$ cat config.mk
export PLATFORM = sky130hd
export DESIGN_NAME = fetch_unit
export DESIGN_NICKNAME = d
export VERILOG_FILES = /design/src/rtl/fetch_unit.sv
export SDC_FILE = /design/constraint.sdc
export NUM_CORES = 1
export LEC_CHECK = 0
export CAP_MARGIN = 20
export CORE_ASPECT_RATIO = 0.5
export CORE_MARGIN = 8
export CORE_UTILIZATION = 35
export CTS_CLUSTER_DIAMETER = 120
export CTS_CLUSTER_SIZE = 30
export DETAILED_ROUTE_END_ITERATION = 7
export GPL_TIMING_DRIVEN = 1
export PLACE_DENSITY_LB_ADDON = 0.15
export SETUP_SLACK_MARGIN = 0.1
export SKIP_CTS_REPAIR_TIMING = 1
export SKIP_LAST_GASP = 1
export SLEW_MARGIN = 10
export SYNTH_ARGS = -nofsm -noshare
export SYNTH_HDL_FRONTEND = slang
export SYNTH_SLANG_ARGS = --single-unit
export TNS_END_PERCENT = 1
$ cat constraint.sdc
create_clock -name I_clk -period 3.6 [get_ports I_clk]
set_input_delay 0.54 -clock I_clk [delete_from_list [all_inputs] [get_ports I_clk]]
set_output_delay 0.54 -clock I_clk [all_outputs]
set_load 0.01 [all_outputs]
$ cat src/rtl/fetch_unit.sv
// Instruction fetch stage: holds the fetch PC, keeps one memory request in flight,
// and buffers returned instructions with their addresses in a small prefetch FIFO.
module fetch_unit #(
    parameter int unsigned        ADDR_W   = 16,
    parameter int unsigned        DEPTH    = 2,
    parameter logic [ADDR_W-1:0]  RESET_PC = '0
) (
    input  logic              I_clk,
    input  logic              I_reset,
    output logic              O_mem_req,
    output logic [ADDR_W-1:0] O_mem_addr,
    input  logic              I_mem_ready,
    input  logic [15:0]       I_mem_data,
    output logic [15:0]       O_instruction,
    output logic [ADDR_W-1:0] O_pc,
    output logic              O_valid,
    input  logic              I_next,
    input  logic              I_branch,
    input  logic [ADDR_W-1:0] I_branch_target
);
    localparam int unsigned   PW      = (DEPTH > 1) ? $clog2(DEPTH) : 1;
    localparam int unsigned   CW      = $clog2(DEPTH) + 1;
    localparam logic [CW-1:0] DEPTH_C = CW'(DEPTH);

    // ST_START is the post-reset state that raises the first request on the next edge.
    typedef enum logic [1:0] {ST_START, ST_IDLE, ST_FETCH, ST_DISCARD} state_t;

    state_t            state_q, state_d;
    logic              req_q, req_d;
    logic [ADDR_W-1:0] addr_q, addr_d;
    logic [ADDR_W-1:0] redir_q, redir_d;
    logic [15:0]       data_q [DEPTH];
    logic [ADDR_W-1:0] pc_q   [DEPTH];
    logic [PW-1:0]     rd_q, wr_q;
    logic [CW-1:0]     cnt_q, cnt_d;

    logic valid, complete, push, pop, flush;

    assign valid    = (cnt_q != '0);
    assign complete = req_q && I_mem_ready;

    always_comb begin
        state_d = state_q;
        req_d   = req_q;
        addr_d  = addr_q;
        redir_d = redir_q;
        push    = 1'b0;
        pop     = valid && I_next;
        flush   = 1'b0;
        if (I_branch) begin
            flush = 1'b1;
            pop   = 1'b0;
            if (!req_q || complete) begin
                addr_d  = I_branch_target;
                state_d = ST_FETCH;
                req_d   = 1'b1;
            end else begin
                // The in-flight request cannot be withdrawn; its data is dropped later.
                state_d = ST_DISCARD;
                redir_d = I_branch_target;
            end
        end else begin
            case (state_q)
                ST_START: begin
                    state_d = ST_FETCH;
                    req_d   = 1'b1;
                end
                ST_FETCH: begin
                    if (complete) begin
                        push   = 1'b1;
                        addr_d = addr_q + ADDR_W'(1);
                        if ((cnt_q + CW'(1) - CW'(pop)) >= DEPTH_C) begin
                            state_d = ST_IDLE;
                            req_d   = 1'b0;
                        end
                    end
                end
                ST_IDLE: begin
                    if ((cnt_q - CW'(pop)) < DEPTH_C) begin
                        state_d = ST_FETCH;
                        req_d   = 1'b1;
                    end
                end
                ST_DISCARD: begin
                    if (complete) begin
                        addr_d  = redir_q;
                        state_d = ST_FETCH;
                    end
                end
                default: state_d = ST_START;
            endcase
        end
        cnt_d = flush ? '0 : (cnt_q + CW'(push) - CW'(pop));
    end

    always_ff @(posedge I_clk or posedge I_reset) begin
        if (I_reset) begin
            state_q <= ST_START;
            req_q   <= 1'b0;
            addr_q  <= RESET_PC;
            redir_q <= RESET_PC;
        end else begin
            state_q <= state_d;
            req_q   <= req_d;
            addr_q  <= addr_d;
            redir_q <= redir_d;
        end
    end

    // Prefetch FIFO: entries carry the instruction word and the address it came from.
    always_ff @(posedge I_clk or posedge I_reset) begin
        if (I_reset) begin
            rd_q   <= '0;
            wr_q   <= '0;
            cnt_q  <= '0;
            data_q <= '{default: '0};
            pc_q   <= '{default: '0};
        end else if (flush) begin
            rd_q  <= '0;
            wr_q  <= '0;
            cnt_q <= '0;
        end else begin
            if (push) begin
                data_q[wr_q] <= I_mem_data;
                pc_q[wr_q]   <= addr_q;
                wr_q         <= wr_q + PW'(1);
            end
            if (pop) begin
                rd_q <= rd_q + PW'(1);
            end
            cnt_q <= cnt_d;
        end
    end

    a_no_push_when_full: assert property (@(posedge I_clk) disable iff (I_reset)
        !(push && cnt_q == DEPTH_C));

    assign O_mem_req     = req_q;
    assign O_mem_addr    = addr_q;
    assign O_valid       = valid;
    assign O_instruction = data_q[rd_q];
    assign O_pc          = pc_q[rd_q];
endmodule

# Word level (Yosys, flattened, before mapping)
# Index checks and enable logic that the tools add are counted.
# totals
elab_cells	90
register_bits	103
input_bits	37
# classes
eq_ne	8
n_reduce_logical	16
n_bitwise	4
addsub	8
order_cmp	5
mux	38
# op_table
operator	n
16-bit two-way mux	11
32-bit bitwise mux	2
16-bit one-hot mux with 2 select lines	1
16-bit by 1-bit adder with 16-bit output (second input constant)	1
16-bit demux with 1-bit select	1
1-bit two-way mux	15
2-bit two-way mux	6
3-bit != test (second input constant)	4
2-bit one-hot mux with 4 select lines	1
4-bit AND reduction	2
2-bit greater-or-equal comparator (second input constant)	3
2-bit nonzero test	3
2-bit by 1-bit subtractor with 2-bit output	3
5-bit AND reduction	1
2-bit equality test (second input constant)	2
1-bit NOT with 2-bit output	2
2-bit AND reduction	2
4-bit nonzero test	1
1-bit logical AND	3
1-bit one-hot mux with 3 select lines	1
3-bit nonzero test	1
1-bit adder (second input constant)	2
2-bit by 1-bit adder with 2-bit output	1
2-bit by 1-bit adder with 2-bit output (second input constant)	1
8 further kinds	9

# Longest topological paths before layout
# Gate-level depths: netlist of run 1.
# logic_depth
ltp_word	8
ltp_mapped	9
mapped_depth_nobuf	8

# Worst setup path before layout of run 1
# Ideal clock, no wire load.
# synth_path
path_kind	input to register
from	input I_branch
to	register cnt_q[1]
setup_ns	0.132
cell_stages	9
slack_ns	1.505
t_arrival_ns	1.964
cell_sequence	buf_2 > clkbuf_1 > clkbuf_1 > nor2_1 > ha_1 > inv_1 > ha_1 > xnor2_1 > nor2_1
# synth_via
elab_chain_len	4
word_cells_on_any_way	6
cone_classes	2 x add/sub; 4 x mux
# synth_lines
item	line_no	source
from (decl)	18	input logic I_branch,
1-bit two-way mux	50	if (I_branch) begin
2-bit by 1-bit adder with 2-bit output	93	cnt_d = flush ? '0 : (cnt_q + CW'(push) - CW'(pop));
2-bit by 1-bit subtractor with 2-bit output	93	
2-bit two-way mux (*)	118	end else if (flush) begin
to (signal assigned)	131	cnt_q <= cnt_d;
to (decl)	35	logic [CW-1:0] cnt_q, cnt_d;
# Every way passes the cells marked *; elsewhere a longest branch is shown, timed or not.
# A chain may end at the register's enable or synchronous reset.

# Worst setup path after layout of run 1
# layout_path
from	register rd_q
to	output O_pc[8]
# layout_via
elab_chain_len	4
# layout_lines
item	line_no	source
from (decl)	34	logic [PW-1:0] rd_q, wr_q;
from (signal assigned)	129	rd_q <= rd_q + PW'(1);
1-bit NOT with 2-bit output (implied by the code)	142	assign O_pc = pc_q[rd_q];
16-bit two-way mux (implied by the code) (3 in a row)	142	
to (decl)	15	output logic [ADDR_W-1:0] O_pc,
# Every way passes these cells. The select of a mux whose other input is x is not followed.

==> results, run 1 <==
- Max-cap violations in this run came to 0.
- The TritonCTS buffer count is 9.
- The analysis attributes to net switching a power of 1550 µW.
- The type of destination of the critical path is an output port.
- The area occupied by registers is 2580 µm².
- The Yosys step of the flow raised 0 warnings.
- The initial antenna violation count is 0.
- Of the total power, combinational logic draws 0.383.
- STA classifies the critical path startpoint as a flop.
- The data arrival at the endpoint of the critical path is 2.26 ns.
- For this block, the via count after detailed routing is 3554.
- The critical path crosses 3 cells after its start point.
- The detailed-router iteration count before antenna repair is 4.
- Counting along the longest clock path gives a buffer depth of 2.
- Routability-driven placement finished with a final weighted congestion of 0.796.
- The area inside the core boundary is 14400 µm².
- The remaining global-route overflow is 0.
- In this run the mean area of a mapped cell was 12.3 µm².
- The net count of the finished layout is 531.
- Yosys instantiated no cell more often than sky130_fd_sc_hd__dfrtp_1.
- For the finished layout, the period the worst path requires is 2.80 ns.
- Synthesis produced a netlist with a net count of 458.
- The internal power consumption is 3270 µW.
- In this run the power density over the cells is 747 nW/µm².
- The total die area is 19100 µm².
- The net switching fraction of the power is 0.322.
- The proportion of power drawn by the clock network is 0.198.
- The share of power burned in registers is 0.418.
- The first global-routing pass estimated 20700 µm of wire.
- Of the post-synthesis cell area, the dominant cell type holds 0.500.
- The sink of the worst hold path is pc_q[9].
- The total detailed-routing wirelength is 12500 µm.
- The run finished with clean final reports.
- The post-synthesis async set-or-reset flop share is 1.00.
- The combined area of the multi-input logic cells is 2380 µm².
- The post-detailed-placement cell area is 6160 µm².
- The setup total negative slack is 0 ns.
- The floorplan step set the die width to 188 µm.
- The count of flip-flops with a built-in enable after synthesis is 0.
- The worst flop-to-flop path endpoint is pc_q[13].
- Along the worst path, the maximum fanout reaches 20.
- The startpoint of the tightest hold check path is pc_q[9].
- The maximum clock skew at final layout is 0.00825 ns.
- The cell class contributing the biggest share of worst-path delay is flip-flops.
- 87 I/O pins were placed.
- Clock latency on the worst-skew pair, taken at its later pin, is 0.34 ns.
- Input and output buffers added on the ports amount to 86.
- The synthesized design contains 103 register bits.
- The number of cells on the worst reg-to-reg path is 3.
- The number of fill cells in the layout is 1359.
- The count of nets left with antenna violations after detail routing is 0.
- From bottom edge to top edge, the die measures 102 µm.
- The largest vdd supply drop is 220 µV.
- The register-to-register setup slack is 1.20 ns.
- The clock tree root buffer cell is sky130_fd_sc_hd__clkbuf_16.
- The final cycle utilization of the critical path is 0.778.
- The fraction of final layout cells with drive strength greater than 1 is 0.228.
- By area the synthesized netlist is led by sky130_fd_sc_hd__dfrtp_1, sky130_fd_sc_hd__mux2_2, sky130_fd_sc_hd__mux2_1.
- Counting every instance in the synthesized netlist gives 418.
- The largest area contributor in the netlist is sky130_fd_sc_hd__dfrtp_1.
- The number of diodes added for antenna fixing is 0.
- The layout overhead on the synthesized area is 25.3%.
- The count of endpoints failing setup in the final report is 0.
- The overall global routing resource usage is 0.136.
- The count of distinct cell types in the synthesized netlist is 59.
- The DRC violation total after the first TritonRoute iteration is 163.
- Detailed placement finished with a half-perimeter wire length of 8460 µm.
- Entering global routing, the biggest net connects 55 pins.
- For this run, the register share of the synthesized area comes to 0.500.
- For this configuration, the core starts out at a cell density of 0.357.
- The path class of the tightest hold or removal check is reg -> reg.
- Prior to clock tree synthesis, the placed netlist has a worst setup slack of 0.719 ns.
- The mean number of vias per cell is 5.12.
- At the pin with the least slew margin, the transition time is 0.901 ns.
- Excluding fillers, the count of instances in the completed layout stands at 694.
- The remaining design rule violation count is 0.
- The CTS tree is built.
- The final max-slew violation count is 0.
- Static timing analysis puts the maximum clock frequency at 357 MHz.
- The worst endpoint required time is 3.06 ns.
- On the worst path, the slowest cell contributes a delay of 0.79 ns.
- After clock tree synthesis, the clock-pin slew on the worst setup and hold paths is 0.07 ns.
- The worst hold slack is 0.488 ns.
- The category of the most critical setup path is reg -> out.
- The final hold violation count is 0.
- The H-tree generated during clock tree synthesis spans 3 levels.
- The post-layout worst setup margin is 0.799 ns.
- Walking the worst path, the cells encountered are buf_12 > mux2_2 > clkdlybuf4s50_1.
- The mapped netlist covers 5150 µm².
- The number of global-route vias before repair is 3865.
- Dividing the detail-routed wire length by the instance count gives 18.0 µm.
- Summed over all cells, the static leakage comes to 0.00264 µW.
- Ranked by instance count, the synthesized netlist is headed by sky130_fd_sc_hd__dfrtp_1, sky130_fd_sc_hd__mux2_2, sky130_fd_sc_hd__mux2_1.
- The number of instances in the placed design is 678.
- In this run the tightest slew margin relative to its limit is 0.398.
- The number of standard-cell rows in the floorplan is 31.
- The number of buffers and inverters on the critical path is 2.
- For this run, the leading register cell type out of synthesis is sky130_fd_sc_hd__dfrtp_1.
- The worst hold path stage count is 1.
- Setup repair after global routing left no endpoint under its margin.
- The startpoint identified for the worst register-to-register timing path is state_q[1].
- With fillers left out, the area of the finished cells amounts to 6450 µm².
- On the critical path, the stage with the largest delay is an instance of sky130_fd_sc_hd__dfrtp_1.
- The clock net in this run drives a total of 103 sinks.
[layer usage]
layer	global-route usage	vias to the layer above	routed length, µm
met5	0	-	0
met4	0.0361	0	96
met3	0.0368	9	557
met2	0.225	76	5840
met1	0.174	1796	5980
li1	-	1673	-
[registers in the layout (all words and copies together) (netlist names)]
| register | cells |
|---|---|
| state_q | 2 |
| redir_q | 16 |
| cnt_q | 2 |
| rd_q | 1 |
| O_mem_req | 1 |
| O_mem_addr | 16 |
| data_q | 32 |
| wr_q | 1 |
| pc_q | 32 |
[cells in the final DEF, fill, tap and decap left out, drive strengths merged, types with 2 or more instances in the layout]
master	count
a211o	3
a211oi	2
a21o	2
a21oi	8
a221oi	3
a31oi	3
and2	4
and3	6
and4	4
buf	6
clkbuf	11
clkdlybuf4s50	86
clkinvlp	3
dfrtp	103
ha	3
inv	6
mux2	113
mux2i	5
nand2	17
nand2b	4
nand3	9
nand4	6
nor2	19
nor2b	6
nor3	9
nor4	2
o21ai	11
o22ai	3
o2bb2ai	4
o31a	2
o31ai	3
o41ai	2
or2	2
xnor2	3
xor2	6
[power groups by stage]
stage | sequential [µW] | combinational [µW] | clock (µW)
final | 2020 | 1850 | 954
after global routing | 2100 | 2020 | 1030
after detailed placement | 2050 | 1880 | 0
after global placement | 2030 | 1860 | 0
after floorplan | 1880 | 1140 | 0
after CTS | 2020 | 1890 | 989
[worst register-to-register path, stage by stage, from the launching register on]
cell	delay (ns)
sky130_fd_sc_hd__dfrtp_1	0.53
sky130_fd_sc_hd__nand2_1	0.52
sky130_fd_sc_hd__nand4_4	0.65
sky130_fd_sc_hd__mux2_1	0.57
[how the worst max path moves through the flow]
stage                 from       endpoint  slack, ns
3_5_place_dp   I_mem_ready     data_q[18]       0.72
2_1_floorplan      I_reset  O_mem_addr[0]       0.36
6_report              rd_q        O_pc[8]       0.80
3_3_place_gp   I_mem_ready     data_q[20]       0.72
4_1_cts               rd_q        O_pc[8]       0.75
5_1_grt               rd_q        O_pc[8]       0.67
[kinds of logic after synthesis]
kind of cell	share of synthesized area
simple gates	0.105
buf+inv	0.0372
mux	0.257
flops	0.500
compound gates	0.0780
fa+ha+maj	0.00729
xor+xnor	0.0153
[layout make-up]
class / count / area share
sequential: 103 / 0.399
multi-input combinational: 280 / 0.369
timing repair buffer: 92 / 0.144
clock buffer: 11 / 0.0392
tap: 198 / 0.0384
clock inverter: 5 / 0.00620
inverter: 5 / 0.00330
[per-stage QoR]
step | util | total power [µW]
final | 0.447 | 4820
after floorplan | - | 3020
after CTS | 0.447 | 4900
after global placement | 0.427 | 3890
after global routing | 0.447 | 5150
after detailed placement | 0.427 | 3930
No activity file was read; power rests on OpenSTA's default activity.
==> inputs of run 2 (changes only) <==
==> constraint.sdc (replaced) <==
create_clock -name I_clk -period 2.7 [get_ports I_clk]
set_input_delay 0.405 -clock I_clk [delete_from_list [all_inputs] [get_ports I_clk]]
set_output_delay 0.405 -clock I_clk [all_outputs]
set_load 0.01 [all_outputs]
==> run 2 against run 1 <==
  * Via count grew 0.56%
  * Core utilization grew 0.65 points
  * Combinational power increased by 36%
  * Clock skew fell by 0.00093 ns
  * Register-to-register slack got worse by 0.51 ns
  * Sequential power increased by 32%
==> results, run 2 (synthesis gave the netlist of run 1 again) <==
- The final cycle utilization of the critical path is 0.823.
- The clock-pin slew on the worst setup and hold paths is 0.07 ns (about the same).
- The remaining max-slew budget at the tightest pin was 0.602 (+0.204).
- The worst hold slack is 0.487 ns (-0.000169 ns).
- The die boundary height is 102 µm (unchanged).
- The die boundary width is 188 µm (unchanged).
- The area growth from synthesis to layout is 27.1%.
- The number of global-route vias before repair is 3723 (-3.7%).
- The remaining global-route overflow is 0 (unchanged).
- The post-DP HPWL is 8580 µm (+1.5%).
- The upper clock frequency limit is 450 MHz.
- The largest net degree at the start of global routing is 104 (+89%).
- The library cells used most frequently in the layout, excluding fill and tap cells, are sky130_fd_sc_hd__dfrtp_1, sky130_fd_sc_hd__clkdlybuf4s50_1, sky130_fd_sc_hd__mux2_2.
- Setup repair after global routing left no endpoint under its margin.
- The library cell used most frequently in the layout, excluding fill and tap cells, is sky130_fd_sc_hd__dfrtp_1.
- The number of max-cap violations is 0 (unchanged).
- The number of port buffers came to 86 (unchanged).
- The detailed-router iteration count before antenna repair is 4 (unchanged).
- The critical-path maximum fanout is 17 (-15%).
- The count of nets left with antenna violations after detail routing is 0 (unchanged).
- The critical path is of the reg -> out type.
- Counting I/O delays and the setup requirement, the final critical path takes 2.22 ns.
- TritonCTS built the clock tree.
- The fraction of final layout cells with drive strength greater than 1 is 0.243 (+0.0148).
- The total number of clock tree sinks came to 103 (unchanged).
- The worst endpoint required time is 2.30 ns (-0.76 ns).
- The clock tree root buffer cell is sky130_fd_sc_hd__clkbuf_16.
- The setup total negative slack was 0 ns (unchanged).
- The global-route wire length before repair is 20200 µm (-2.3%).
- The leakage component of the power came to 0.00270 µW (+2.3%).
- The data arrival at the endpoint of the critical path was 1.82 ns (-0.44 ns).
- The count of H-tree levels built during CTS was 3 (unchanged).
- The run finished with clean final reports.
- The final weighted congestion in routability-driven placement is 0.755 (-5.1%).
- The power density over the cells is 985 nW/µm² (+32%).
- The remaining design rule violation count is 0 (unchanged).
- The initial cell density of the core is 0.357 (unchanged).
- The post-layout utilization of the core was 0.454 (+0.00650).
- The largest vdd supply drop came to 355 µV (+61%).
- STA classifies the critical path endpoint as an output port.
- The mean number of vias per cell is 5.07 (-1.0%).
- The number of diodes added for antenna fixing came to 0 (unchanged).
- The TritonCTS buffer count was 9 (unchanged).
- The via total after detailed routing is 3574 (+0.56%).
- The number of fill cells in the layout is 1370 (+0.81%).
- The I/O pin count is 87 (unchanged).
- In the final layout, the registers with the most flip-flops are data_q x32, pc_q x32.
- The total detailed-routing wirelength is 12200 µm (-1.9%).
- The count of endpoints failing setup in the final report was 0 (unchanged).
- The insertion delay to the later sink of the worst-skew pair was 0.34 ns (about the same).
- The number of buffers between clock root and the deepest sink is 2 (unchanged).
- The routed length per instance is 17.4 µm (-3.5%).
- The overall global routing resource usage is 0.132 (-0.00352).
- The total die area is 19100 µm² (unchanged).
- The maximum clock skew at final layout was 0.00731 ns (-0.000932 ns).
- The initial antenna violation count is 0 (unchanged).
- The final hold violation count is 0 (unchanged).
- The final net count is 542 (+2.1%).
- The final max-slew violation count is 0 (unchanged).
- The combined area of the multi-input logic cells is 2380 µm² (unchanged).
- The area occupied by registers is 2580 µm² (unchanged).
- The transition at the pin with the smallest max-transition slack is 0.598 ns (-0.303 ns).
- The DRC violation total after the first TritonRoute iteration was 149 (-8.6%).
- The kind of path behind the tightest hold check is reg -> reg.
- The number of standard-cell rows in the floorplan was 31 (unchanged).
- STA classifies the critical path startpoint as a flop.
- The area inside the core boundary was 14400 µm² (unchanged).
run 2: cell type report:
cell class / instances / share of cell area
inverter: 5 / 0.00344
clock inverter: 6 / 0.00936
clock buffer: 10 / 0.0350
tap: 198 / 0.0378
timing repair buffer: 103 / 0.157
sequential: 103 / 0.394
multi-input combinational: 280 / 0.364
run 2: path summary, 6_finish.rpt:
check	from	to	slack [ns]	cells after the start
setup / recovery	rd_q	O_pc[5]	0.48	3
hold / removal	data_q[10]	data_q[10]	0.49	1
setup reg to reg	state_q[1]	pc_q[12]	0.69	5
hold reg to reg	data_q[10]	data_q[10]	0.49	1
max in group asynchronous	I_reset	O_mem_addr[3]	1.68	3
min in group asynchronous	I_reset	data_q[7]	0.56	3
run 2: routing by layer:
metal | track usage | part of all wire | up-vias
li1 | - | - | 1692
met1 | 0.177 | 0.48 | 1808
met2 | 0.211 | 0.46 | 63
met3 | 0.0326 | 0.058 | 11
met4 | 0.0361 | 0.0086 | 0
met5 | 0 | 0 | -
run 2: power by group:
part	internal (µW)	leakage [µW]	switching (µW)
clock	716	0.000142	560
combinational	1530	0.00133	975
sequential	2170	0.00123	494
run 2: through the flow:
step | worst slack, ns | cell area [µm²] | std cells | total power (µW)
6_report | 0.477 | 6550 | 705 | 6450
5_1_grt | 0.407 | 6550 | 705 | 6890
4_1_cts | 0.442 | 6550 | 705 | 6560
3_5_place_dp | 0.356 | 6260 | 689 | 5250
3_3_place_gp | 0.393 | 6260 | 689 | 5210
2_1_floorplan | 0.740 | 5160 | 418 | 4030
run 2: critical path, stage by stage (launching register included):
cell and delay (ns):
sky130_fd_sc_hd__dfrtp_1 0.34, sky130_fd_sc_hd__buf_4 0.27, sky130_fd_sc_hd__mux2_2 0.39, sky130_fd_sc_hd__clkdlybuf4s50_1 0.49
